<file path="config.mk">
export PLATFORM = sky130hd
export DESIGN_NAME = grf_wb_scheduler
export DESIGN_NICKNAME = d
export VERILOG_FILES = /design/src/rtl/grf_sched_pkg.sv /design/src/rtl/grf_wb_skid.sv /design/src/rtl/grf_wb_scheduler.sv
export SDC_FILE = /design/constraint.sdc
export NUM_CORES = 1
export LEC_CHECK = 0
export BUFFER_PORTS_ARGS = -buffer_cell sky130_fd_sc_hd__buf_2
export CAP_MARGIN = 20
export CELL_PAD_IN_SITES_DETAIL_PLACEMENT = 0
export CELL_PAD_IN_SITES_GLOBAL_PLACEMENT = 1
export CORE_MARGIN = 3
export CORE_UTILIZATION = 39
export DETAILED_ROUTE_END_ITERATION = 10
export PLACE_DENSITY = 0.93
export SYNTH_ARGS = -nofsm -noshare
export SYNTH_HDL_FRONTEND = slang
export SYNTH_HIERARCHICAL = 1
export SYNTH_SLANG_ARGS = --single-unit
</file>
<file path="constraint.sdc">
create_clock -name clk -period 7.4 [get_ports clk]
set_input_delay 1.48 -clock clk [delete_from_list [all_inputs] [get_ports clk]]
set_output_delay 1.48 -clock clk [all_outputs]
set_load 0.03 [all_outputs]
</file>
<file path="src/rtl/grf_sched_pkg.sv">
`default_nettype none
// ============================================================================
//  Module      : grf_sched_pkg
//  Description : Shared register-address types and skid-buffer state encoding
//                for the GRF write-back scheduler.
//  Revision    : 1.0 - initial release
// ============================================================================
package grf_sched_pkg;

    localparam int REG_AW = 5;
    localparam int NREG   = 32;

    typedef logic [REG_AW-1:0] reg_addr_t;

    localparam reg_addr_t REG_ZERO = 5'd0;

    typedef enum logic [0:0] {
        SKID_EMPTY = 1'b0,
        SKID_HOLD  = 1'b1
    } skid_state_t;

    // A source register stalls D only while busy and not being retired this
    // cycle; a same-cycle retire is bypassed by the GRF to RD1/RD2.
    function automatic logic f_hazard(input logic [NREG-1:0] busy,
                                      input reg_addr_t       r,
                                      input logic            ret,
                                      input reg_addr_t       ret_rd);
        return (r != REG_ZERO) && busy[r] && !(ret && (ret_rd == r));
    endfunction

endpackage

`default_nettype wire

</file>
<file path="src/rtl/grf_wb_skid.sv">
`default_nettype none
// ============================================================================
//  Module      : grf_wb_skid
//  Description : One-entry skid buffer holding an LL result that lost the GRF
//                write port to the W stage (EMPTY/HOLD FSM).
//  Revision    : 1.0 - initial release
// ============================================================================
module grf_wb_skid
    import grf_sched_pkg::*;
#(
    parameter int DW = 32
) (
    input  logic          clk,
    input  logic          rst,
    input  logic          i_ll_valid,
    input  reg_addr_t     i_ll_rd,
    input  logic [DW-1:0] i_ll_wd,
    input  logic          i_wb_we,
    output logic          o_ll_ready,
    output logic          o_valid,
    output reg_addr_t     o_rd,
    output logic [DW-1:0] o_wd
);

    skid_state_t   r_state;
    skid_state_t   w_state_nxt;
    reg_addr_t     r_rd;
    logic [DW-1:0] r_wd;
    logic          w_capture;

    assign w_capture = (r_state == SKID_EMPTY) && i_ll_valid && i_wb_we;

    always_ff @(posedge clk or posedge rst) begin
        if (rst) begin
            r_state <= SKID_EMPTY;
        end else begin
            r_state <= w_state_nxt;
        end
    end

    always_ff @(posedge clk or posedge rst) begin
        if (rst) begin
            r_rd <= REG_ZERO;
            r_wd <= '0;
        end else if (w_capture) begin
            r_rd <= i_ll_rd;
            r_wd <= i_ll_wd;
        end
    end

    always_comb begin
        w_state_nxt = r_state;
        case (r_state)
            SKID_EMPTY: if (w_capture) w_state_nxt = SKID_HOLD;
            SKID_HOLD:  if (!i_wb_we)  w_state_nxt = SKID_EMPTY;
            default:    w_state_nxt = SKID_EMPTY;
        endcase
    end

    // Ready comes straight from the state register, so there is no
    // combinational path from the W-stage write enable to ll_ready.
    assign o_ll_ready = (r_state == SKID_EMPTY);
    assign o_valid    = (r_state == SKID_HOLD);
    assign o_rd       = r_rd;
    assign o_wd       = r_wd;

endmodule

`default_nettype wire

</file>
<file path="src/rtl/grf_wb_scheduler.sv">
`default_nettype none
// ============================================================================
//  Module      : grf_wb_scheduler
//  Description : GRF write-port arbiter and long-latency busy scoreboard with
//                D-stage stall generation. Define LL_SKID_EN to add a one-entry
//                skid buffer for LL results blocked by the W stage.
//  Revision    : 1.0 - initial release
// ============================================================================
module grf_wb_scheduler
    import grf_sched_pkg::*;
#(
    parameter int MAX_PENDING = 4,
    parameter int DW          = 32
) (
    input  logic                             clk,
    input  logic                             reset,
    input  logic                             issue_valid,
    input  logic [4:0]                       issue_rd,
    output logic                             issue_ready,
    input  logic [4:0]                       d_rs,
    input  logic [4:0]                       d_rt,
    input  logic [4:0]                       d_rd,
    output logic                             stall,
    input  logic                             wb_we,
    input  logic [4:0]                       wb_a3,
    input  logic [DW-1:0]                    wb_wd,
    input  logic                             ll_valid,
    input  logic [4:0]                       ll_rd,
    input  logic [DW-1:0]                    ll_wd,
    output logic                             ll_ready,
    output logic                             grf_we,
    output logic [4:0]                       grf_a3,
    output logic [DW-1:0]                    grf_wd,
    output logic [$clog2(MAX_PENDING+1)-1:0] pending_cnt,
    output logic                             sb_err
);

    localparam int             C_CW      = $clog2(MAX_PENDING + 1);
    localparam logic [C_CW-1:0] C_MAX_CNT = C_CW'(MAX_PENDING);

    logic [NREG-1:0] r_busy;
    logic [C_CW-1:0] r_cnt;
    logic            r_err;

    logic            w_skid_valid;
    reg_addr_t       w_skid_rd;
    logic [DW-1:0]   w_skid_wd;
    logic            w_ll_ready;
    logic            w_ll_acc;
    logic            w_ll_wr;
    logic            w_ret;
    logic            w_ret_busy;
    logic            w_issue;
    logic            w_same;
    logic            w_inc;
    logic            w_dec;
    logic            w_err_set;
    logic [NREG-1:0] w_busy_nxt;
    logic [C_CW-1:0] w_cnt_nxt;

`ifdef LL_SKID_EN
    grf_wb_skid #(
        .DW (DW)
    ) u_skid (
        .clk        (clk),
        .rst        (reset),
        .i_ll_valid (ll_valid),
        .i_ll_rd    (ll_rd),
        .i_ll_wd    (ll_wd),
        .i_wb_we    (wb_we),
        .o_ll_ready (w_ll_ready),
        .o_valid    (w_skid_valid),
        .o_rd       (w_skid_rd),
        .o_wd       (w_skid_wd)
    );
`else
    assign w_skid_valid = 1'b0;
    assign w_skid_rd    = REG_ZERO;
    assign w_skid_wd    = '0;
    assign w_ll_ready   = !wb_we;
`endif

    assign ll_ready = w_ll_ready;
    assign w_ll_acc = ll_valid && w_ll_ready;

    always_comb begin
        grf_we  = 1'b0;
        grf_a3  = REG_ZERO;
        grf_wd  = '0;
        w_ll_wr = 1'b0;
        if (wb_we) begin
            grf_we = 1'b1;
            grf_a3 = wb_a3;
            grf_wd = wb_wd;
        end else if (w_skid_valid) begin
            grf_we  = 1'b1;
            grf_a3  = w_skid_rd;
            grf_wd  = w_skid_wd;
            w_ll_wr = 1'b1;
        end else if (w_ll_acc) begin
            grf_we  = 1'b1;
            grf_a3  = ll_rd;
            grf_wd  = ll_wd;
            w_ll_wr = 1'b1;
        end
    end

    assign w_ret      = w_ll_wr && (grf_a3 != REG_ZERO);
    assign w_ret_busy = r_busy[grf_a3];

    assign issue_ready = (r_cnt < C_MAX_CNT) && !r_busy[issue_rd];
    assign w_issue     = issue_valid && issue_ready && (issue_rd != REG_ZERO);
    assign w_same      = w_issue && w_ret && (issue_rd == grf_a3);

    // Same-register issue+retire keeps the register busy and the count flat.
    assign w_inc     = w_issue && !w_same;
    assign w_dec     = w_ret && w_ret_busy && (r_cnt != '0) && !w_same;
    assign w_err_set = w_ret && (!w_ret_busy || (r_cnt == '0));

    always_comb begin
        w_busy_nxt = r_busy;
        if (w_ret) begin
            w_busy_nxt[grf_a3] = 1'b0;
        end
        if (w_issue) begin
            w_busy_nxt[issue_rd] = 1'b1;
        end
        w_cnt_nxt = r_cnt;
        if (w_inc && !w_dec) begin
            w_cnt_nxt = r_cnt + 1'b1;
        end else if (w_dec && !w_inc) begin
            w_cnt_nxt = r_cnt - 1'b1;
        end
    end

    always_ff @(posedge clk or posedge reset) begin
        if (reset) begin
            r_busy <= '0;
            r_cnt  <= '0;
            r_err  <= 1'b0;
        end else begin
            r_busy <= w_busy_nxt;
            r_cnt  <= w_cnt_nxt;
            if (w_err_set) begin
                r_err <= 1'b1;
            end
        end
    end

    assign stall = f_hazard(r_busy, d_rs, w_ret, grf_a3) ||
                   f_hazard(r_busy, d_rt, w_ret, grf_a3) ||
                   f_hazard(r_busy, d_rd, w_ret, grf_a3) ||
                   (issue_valid && !issue_ready);

    assign pending_cnt = r_cnt;
    assign sb_err      = r_err;

endmodule

`default_nettype wire

</file>
---- After elaboration in Yosys (flattened, before gate mapping) ----
Index checks and enable logic that the tools add are counted.
operators by class
  $add $sub $neg .......................... 2
  $mul .................................... 0
  div/mod/pow operators ................... 0
  order comparisons ....................... 8
  equal/unequal tests ..................... 4
  shift operators ......................... 0
  multiplexer cells ....................... 25
  bitwise gates (word level) .............. 3
  reduce and logical (&&, ||, !) cells .... 48
operators by type and width
  cell                                                                                 number
  32-bit 2-to-1 mux                                                                    4
  32-bit bitwise AND                                                                   1
  32-bit NOT                                                                           1
  32-bit bitwise OR                                                                    1
  5-bit by 6-bit less-than comparator with 1-bit output, second input constant         5
  1-bit logical AND                                                                    26
  1-bit binary-select mux with 5-bit select                                            5
  5-bit nonzero test                                                                   5
  5-bit == test                                                                        4
  1-bit demux with 5-bit select                                                        2
  5-bit by 1-bit greater-or-equal comparator with 1-bit output, second input constant  2
  1-bit logical NOT                                                                    10
  1-bit 2-to-1 mux                                                                     10
  5-bit 2-to-1 mux                                                                     2
  3-bit 2-to-1 mux                                                                     2
  1-bit logical OR                                                                     4
  3-bit by 1-bit adder with 3-bit output, second input constant                        1
  3-bit logical NOT                                                                    1
  3-bit less-than comparator, second input constant                                    1
  3-bit nonzero test                                                                   1
  3-bit by 1-bit subtractor with 3-bit output, second input constant                   1
  2-bit nonzero test                                                                   1
word-level totals
  register bits after elaboration ......... 36
  bits in latches ......................... 0
  bits in writable memories ............... 0
  memory bits (read-only) ................. 0
  input port bits ......................... 99
  output and inout bits ................... 45
  logic and storage cells ................. 93
  memories ................................ 0

---- Logic depth before layout (Yosys ltp) ----
Gate-level depths: netlist of run 1.
  depth after elaboration ................. 14
  depth in mapped cells ................... 15

---- Worst setup path after synthesis of run 1 ----
OpenSTA, ideal clock, no wires.
  path type ............................... in2out
  start ................................... input port ll_valid
  end ..................................... output port stall
  arrival time ............................ 3.516 ns
  path slack .............................. 2.404 ns
  stages .................................. 9
  path through ............................ buf_2 nand2_1 o21a_1 buf_2 clkinv_1 o41ai_1 nor4_1 a31oi_1 a2111o_1
between the ends
  word-level cells in the longest chain between the ends .. 11
ends and longest elaborated chain
  what                   line                     text
  start, declared        grf_wb_scheduler.sv:27   input logic ll_valid,
  1-bit logical AND (*)  grf_wb_scheduler.sv:84   assign w_ll_acc = ll_valid && w_ll_ready;
  5-bit 2-to-1 mux (*)   grf_wb_scheduler.sv:100  end else if (w_ll_acc) begin
  5-bit 2-to-1 mux (*)   grf_wb_scheduler.sv:91   if (wb_we) begin
  net grf_a3[2]          grf_wb_scheduler.sv:32   output logic [4:0] grf_a3,
  5-bit nonzero test     grf_wb_scheduler.sv:108  assign w_ret = w_ll_wr && (grf_a3 != REG_ZERO);
  1-bit logical AND      grf_wb_scheduler.sv:108
  1-bit logical AND      grf_sched_pkg.sv:28      return (r != REG_ZERO) && busy[r] && !(ret && (ret_rd == r));
  1-bit logical NOT      grf_sched_pkg.sv:28
  1-bit logical AND      grf_sched_pkg.sv:28
  1-bit logical OR       grf_wb_scheduler.sv:150  assign stall = f_hazard(r_busy, d_rs, w_ret, grf_a3) ||
  1-bit logical OR (*)   grf_wb_scheduler.sv:151  f_hazard(r_busy, d_rt, w_ret, grf_a3) ||
  1-bit logical OR (*)   grf_wb_scheduler.sv:152  f_hazard(r_busy, d_rd, w_ret, grf_a3) ||
  end, declared          grf_wb_scheduler.sv:23   output logic stall,
Mark *: on every way through the listed nets, which the timed path passes. The rest lies on a longest branch.

---- Worst setup path after layout of run 1 ----
  start ................................... input port ll_valid
  end ..................................... output port stall
between the ends
  word-level cells in the longest chain between the ends .. 11
ends and longest elaborated chain
  what                   line
  1-bit logical AND (*)  grf_wb_scheduler.sv:84
  5-bit 2-to-1 mux       grf_wb_scheduler.sv:100
  5-bit 2-to-1 mux       grf_wb_scheduler.sv:91
  5-bit nonzero test     grf_wb_scheduler.sv:108
  1-bit logical AND      grf_wb_scheduler.sv:108
  1-bit logical AND      grf_sched_pkg.sv:28
  1-bit logical NOT      grf_sched_pkg.sv:28
  1-bit logical AND      grf_sched_pkg.sv:28
  1-bit logical OR       grf_wb_scheduler.sv:150
  1-bit logical OR (*)   grf_wb_scheduler.sv:151
  1-bit logical OR (*)   grf_wb_scheduler.sv:152
Mark *: on every way between the ends. The rest lies on a longest branch, timed or not.

==> results of run 1 <==
## logic make-up after synthesis
family                   count (synthesis)  synth area share
multiplexers                            52             0.247
AO/OA/AOI/OAI                          141             0.226
XOR/XNOR                                23            0.0523
adder cells (fa/ha/maj)                  2           0.00845
buffers and inverters                   45            0.0510
AND/OR/NAND/NOR                        150             0.181
flip-flops                              36             0.234
## state kept, by name (all words and copies together), names as in the netlist
| name | count |
|---|---|
| r_busy | 32 |
| sb_err | 1 |
| pending_cnt | 3 |
## worst max path at each step
stage,from,end,slack (ns)
2_1_floorplan,ll_valid,stall,2.40
3_3_place_gp,ll_valid,stall,1.67
3_5_place_dp,ll_valid,stall,1.50
4_1_cts,ll_valid,stall,1.49
5_1_grt,ll_valid,stall,1.12
6_report,ll_valid,stall,1.40
## area by class of cell
cell class | count | area [um2] | area share
Multi-Input combinational cell | 368 | 2750 | 0.591
Sequential cell | 36 | 901 | 0.194
Timing Repair Buffer | 145 | 731 | 0.157
Tap cell | 129 | 161 | 0.0347
Clock buffer | 5 | 68.8 | 0.0148
Inverter | 7 | 26.3 | 0.00565
Clock inverter | 2 | 12.5 | 0.00269
## cells in the mapped netlist, types with 2 or more instances
| cell | count | area (um2) |
|---|---|---|
| o31ai_1 | 29 | 218 |
| nor3_1 | 2 | 10.0 |
| inv_1 | 5 | 18.8 |
| xnor2_1 | 13 | 114 |
| nand3b_1 | 5 | 37.5 |
| and3_1 | 5 | 31.3 |
| nand3_1 | 17 | 85.1 |
| mux2i_1 | 14 | 140 |
| o21a_1 | 2 | 15.0 |
| a211oi_1 | 4 | 30.0 |
| mux2_2 | 4 | 45.0 |
| clkbuf_1 | 23 | 86.3 |
| nor2b_1 | 6 | 37.5 |
| o21ai_1 | 2 | 10.0 |
| nor2_1 | 6 | 22.5 |
| o41ai_1 | 2 | 17.5 |
| xor2_1 | 10 | 87.6 |
| mux4_2 | 34 | 766 |
| a21oi_1 | 4 | 20.0 |
| buf_2 | 4 | 20.0 |
| or2_2 | 2 | 12.5 |
| and2_1 | 2 | 12.5 |
| nand2_1 | 91 | 342 |
| buf_1 | 8 | 30.0 |
| a32oi_1 | 8 | 70.1 |
| nor4_1 | 6 | 37.5 |
| dfrtp_1 | 36 | 901 |
| nand2b_1 | 3 | 18.8 |
| o21ai_0 | 79 | 395 |
| a31oi_1 | 3 | 18.8 |
| o22ai_1 | 2 | 12.5 |
| buf_6 | 3 | 33.8 |
## worst max-delay path, delay by kind of cell
kind / cells / cell delay, ns
and+or+nand+nor: 3 / 1.50
buffers and inverters: 2 / 0.75
AOI/OAI and AO/OA: 3 / 0.77
## per-layer routing
| metal | wire [um] | global-route usage | part of all wire | up-vias |
|---|---|---|---|---|
| met4 | 308 | 0.0778 | 0.022 | 0 |
| li1 | - | - | - | 1913 |
| met3 | 1680 | 0.0594 | 0.12 | 37 |
| met2 | 6440 | 0.380 | 0.47 | 296 |
| met5 | 0 | 0 | 0 | - |
| met1 | 5340 | 0.334 | 0.39 | 1963 |
## where the power goes
part	switching [uW]	total, uW	internal, uW	leakage (uW)
Sequential	166	443	278	0.000455
Combinational	299	589	290	0.00152
Clock	72.2	136	63.7	0.0000400
Total	537	1170	631	0.00201
## per-stage QoR
stage,util,hold slack (ns)
floorplan,-,0.438
global placement,0.485,0.409
detailed placement,0.485,0.420
CTS,0.494,0.428
global route,0.494,0.451
finish,0.494,0.426
## cells in the final DEF (no fill, tap or decap), types with 5 or more instances in the layout
cell type	instances
nor2b_1	6
dfrtp_1	36
mux4_2	34
buf_2	143
o31ai_1	29
nor2_1	6
nand2_1	91
nand3b_1	5
a32oi_1	8
xnor2_1	13
nor4_1	6
inv_1	5
o21ai_0	79
mux2i_1	14
nand3_1	17
and3_1	5
xor2_1	10
clkbuf_8	5
==> results.sh, run 1 <==
export IMPL_gr_total_overflow=0
export IMPL_start_util=0.409
export IMPL_synthesis_area_um2=3850
export IMPL_wl_per_cell_um=19.9
export IMPL_grt_pass1_wl_um=21700
export IMPL_crit_type="primary input to output port"
export IMPL_cts_htree_levels=2
export IMPL_status="complete, no violations"
export IMPL_dr_pass1_iters=5
export IMPL_die_width_um=105
export IMPL_critPathSlowestCell="nand2_1"
export IMPL_hold_buffers=0
export IMPL_drv_cap=0
export IMPL_grt_use_total=0.244
export IMPL_dominantRegCellSynth="dfrtp_1"
export IMPL_rsz0062_at_grt="no"
export IMPL_finalNonFillerCells=692
export IMPL_critPathMaxStageDelay_ns=0.63
export IMPL_cts_root_buffer="clkbuf_8"
export IMPL_cts_sinks=36
export IMPL_synth_warnings=6
export IMPL_dp_worst_setup_slack_ns=1.50
export IMPL_fmax_mhz=167
export IMPL_reg2reg_depth=12
export IMPL_path_clk_slew_ns=0.07
export IMPL_core_um2=9420
export IMPL_place_area_um2=4570
export IMPL_setup_viol=0
export IMPL_finalHoldViolations=0
export IMPL_place_gp_congestion=1.03
export IMPL_layout_drive_gt1_share=0.352
export IMPL_r2r_slack_ns=4.16
export IMPL_synth_seq_cells=36
export IMPL_die_h_um=105
export IMPL_postLayoutSetupSlackWorst_ns=1.40
export IMPL_grt_max_degree=71
export IMPL_async_flop_share=1.00
export IMPL_crit_chain="buf_2 -> nand3b_1 -> nand2_1 -> o41ai_1 -> nor4_1 -> a31oi_1 -> a2111o_1 -> buf_2"
export IMPL_dieArea_um2=11100
export IMPL_grt_pass1_vias=4101
export IMPL_drtAntennaViolNets=0
export IMPL_finalCriticalPeriod_ns=6.00
export IMPL_clk_latency_ns=0.29
export IMPL_r2r_start="r_busy[31]$_DFF_PP0_"
export IMPL_required_ns=5.92
export IMPL_num_antenna_cells=0
export IMPL_report_final_slew_viol_count=0
export IMPL_port_buffers=143
export IMPL_ys_types=47
export IMPL_finClkSkew_ns=0.00392
export IMPL_cts_path_max_buffers=2
export IMPL_detailed_place_hpwl_um=10500
export IMPL_netlist_instances=449
export IMPL_nets=664
export IMPL_power_density_nw_per_um2=251
export IMPL_syn_avg_cell_area_um2=8.57
export IMPL_hp_class="register to register"
export IMPL_avgViaCountPerCell=6.08
export IMPL_ir_drop_uv=100
export IMPL_crit_path_frequent_cell="buf_2"
export IMPL_slew_headroom=0.454
export IMPL_drc=0
export IMPL_fillers=871
export IMPL_min_path_cells=0
export IMPL_start_kind="primary input"
export IMPL_finalCritPeriodShare=0.811
export IMPL_post_cts_buffers=0
export IMPL_cp_max_fo=45
export IMPL_syn2layout_area_growth_pct=20.9
export IMPL_synth_net_count=550
export IMPL_cts_buffers=5
export IMPL_finalPower_uw=1170
export IMPL_vias=4209
export IMPL_timing_rr_end="pending_cnt[2]$_DFFE_PP0P_"
export IMPL_worstHoldStart="r_busy[0]$_DFF_PP0_"
export IMPL_io_pins=144
export IMPL_worstMarginPinSlew_ns=0.808
export IMPL_p_leak_uw=0.00201
export IMPL_antenna_found_initial=0
export IMPL_endpoint_kind="output port"
export IMPL_cp_arrival_ns=4.52
export IMPL_timing_setup_tns_ns=0
export IMPL_hold_end="r_busy[0]$_DFF_PP0_"
export IMPL_drt_initial_drc_count=567
export IMPL_tritoncts="done"
export IMPL_num_rows=35
export IMPL_cts_repair_resized=0
export IMPL_wirelength_um=13800
export IMPL_dp_cells=685
export IMPL_synth_edf_count=0
export IMPL_seq_area_frac_synth=0.234
export IMPL_stdcell_area_um2=4650
No activity file was read; power rests on OpenSTA's default activity.
==> inputs of run 2 (changes only) <==
CORE_UTILIZATION = 37   (was 39)
PLACE_DENSITY = 0.89   (was 0.93)
clock period = 5.9 ns   (was 7.4 ns; I/O delays follow)
==> results.sh, run 2 (synthesis gave the netlist of run 1 again) <==
export IMPL_drt_initial_drc_count=543
export IMPL_setup_viol=0
export IMPL_reg2reg_depth=12
export IMPL_vias=4257
export IMPL_rsz0062_at_grt="no"
export IMPL_slew_headroom=0.498
export IMPL_p_sw_frac=0.450
export IMPL_place_gp_congestion=0.982
export IMPL_nets=666
export IMPL_place_area_um2=4590
export IMPL_cts_sinks=36
export IMPL_timing_setup_tns_ns=0
export IMPL_power_frac_comb=0.489
export IMPL_drc=0
export IMPL_dieArea_um2=11700
export IMPL_stdcell_area_um2=4700
export IMPL_min_path_cells=0
export IMPL_final_cell_mix="buf_2, nand2_1, o21ai_0"
export IMPL_fillers=960
export IMPL_power_density_nw_per_um2=325
export IMPL_clk_latency_ns=0.29
export IMPL_post_cts_buffers=0
export IMPL_wl_per_cell_um=20.8
export IMPL_endpoint_kind="output port"
export IMPL_report_final_slew_viol_count=0
export IMPL_timing_rr_end="pending_cnt[2]$_DFFE_PP0P_"
export IMPL_dp_cells=691
export IMPL_p_int_uw=838
export IMPL_final_util=0.472
export IMPL_finalCritPeriodShare=0.858
export IMPL_drv_cap=0
export IMPL_cts_root_buffer="clkbuf_8"
export IMPL_r2r_slack_ns=2.60
export IMPL_drtAntennaViolNets=0
export IMPL_finClkSkew_ns=0.00679
export IMPL_grt_pass1_vias=3959
export IMPL_cp_max_fo=26
export IMPL_finalNonFillerCells=699
export IMPL_grt_pass1_wl_um=21500
export IMPL_gr_total_overflow=0
export IMPL_finalPower_uw=1530
export IMPL_p_leak_uw=0.00204
export IMPL_cp_arrival_ns=3.88
export IMPL_num_rows=36
export IMPL_regMostFlops="r_busy"
export IMPL_regArea_um2=901
export IMPL_crit_type="primary input to output port"
export IMPL_syn2layout_area_growth_pct=22.1
export IMPL_cts_path_max_buffers=2
export IMPL_detailed_place_hpwl_um=11100
export IMPL_hp_class="register to register"
export IMPL_port_buffers=143
export IMPL_hold_buffers=0
export IMPL_status="complete, no violations"
export IMPL_grt_use_total=0.239
export IMPL_io_pins=144
export IMPL_wirelength_um=14600
export IMPL_cts_buffers=5
export IMPL_avgViaCountPerCell=6.09
export IMPL_finalCriticalPeriod_ns=5.06
export IMPL_num_antenna_cells=0
export IMPL_final_common_cell="buf_2"
export IMPL_tritoncts="done"
export IMPL_antenna_found_initial=0
export IMPL_r2r_start="r_busy[25]$_DFF_PP0_"
export IMPL_core_um2=9950
export IMPL_layout_drive_gt1_share=0.353
export IMPL_pwr_share_clk=0.141
export IMPL_p_sw_uw=687
export IMPL_fmax_mhz=198
export IMPL_dr_pass1_iters=7
export IMPL_die_width_um=108
export IMPL_multi_input_area_um2=2750
export IMPL_path_clk_slew_ns=0.07
export IMPL_start_util=0.387
export IMPL_ir_drop_uv=129
export IMPL_die_h_um=108
export IMPL_worstMarginPinSlew_ns=0.744
export IMPL_start_kind="primary input"
export IMPL_worstSetupStartpoint="wb_we"
export IMPL_cts_repair_resized=0
export IMPL_finalHoldViolations=0
export IMPL_grt_max_degree=65
export IMPL_largest_register_ffs=32
export IMPL_cts_htree_levels=2
export IMPL_power_share_sequential=0.370
export IMPL_crit_end="stall"
export IMPL_required_ns=4.72
run 2: worst min-delay path by stage:
| stage | from | end | slack [ns] |
|---|---|---|---|
| 2_1_floorplan | r_busy[0]$_DFF_PP0_ | r_busy[0]$_DFF_PP0_ | 0.44 |
| 3_3_place_gp | r_busy[0]$_DFF_PP0_ | r_busy[0]$_DFF_PP0_ | 0.44 |
| 3_5_place_dp | r_busy[0]$_DFF_PP0_ | r_busy[0]$_DFF_PP0_ | 0.43 |
| 4_1_cts | r_busy[0]$_DFF_PP0_ | r_busy[0]$_DFF_PP0_ | 0.45 |
| 5_1_grt | r_busy[0]$_DFF_PP0_ | r_busy[0]$_DFF_PP0_ | 0.46 |
| 6_report | r_busy[0]$_DFF_PP0_ | r_busy[0]$_DFF_PP0_ | 0.44 |
run 2: final cells by class:
class                           instances  area share
Clock buffer                            6      0.0154
Inverter                                7     0.00559
Clock inverter                          2     0.00746
Sequential cell                        36       0.192
Timing Repair Buffer                  147       0.159
Multi-Input combinational cell        368       0.586
Tap cell                              133      0.0354
run 2: through the flow:
step / setup WS (ns) / hold WS, ns
after floorplan: 1.50 / 0.438
after global placement: 1.05 / 0.436
after detailed placement: 0.892 / 0.432
after CTS: 0.891 / 0.450
after global routing: 0.629 / 0.459
final: 0.839 / 0.442
run 2: power groups by stage:
| stage | clock network, uW | registers (uW) | logic [uW] |
|---|---|---|---|
| 2_1_floorplan | 0 | 477 | 549 |
| 3_3_place_gp | 0 | 547 | 719 |
| 3_5_place_dp | 0 | 553 | 738 |
| 4_1_cts | 219 | 549 | 741 |
| 5_1_grt | 231 | 571 | 804 |
| 6_report | 216 | 564 | 745 |
run 2: worst max-delay path: stages:
cell      delay, ns
buf_2          0.33
nand3b_1       0.25
and2_1         0.48
inv_2          0.21
o41ai_1        0.75
nor4_1         0.15
a31oi_1        0.20
a2111o_1       0.13
buf_2          0.19
run 2: metal layers:
metal	vias up	wire (um)	track usage
li1	1921	-	-
met1	2045	5840	0.322
met2	261	6930	0.380
met3	30	1470	0.0466
met4	0	330	0.0947
met5	-	0	0
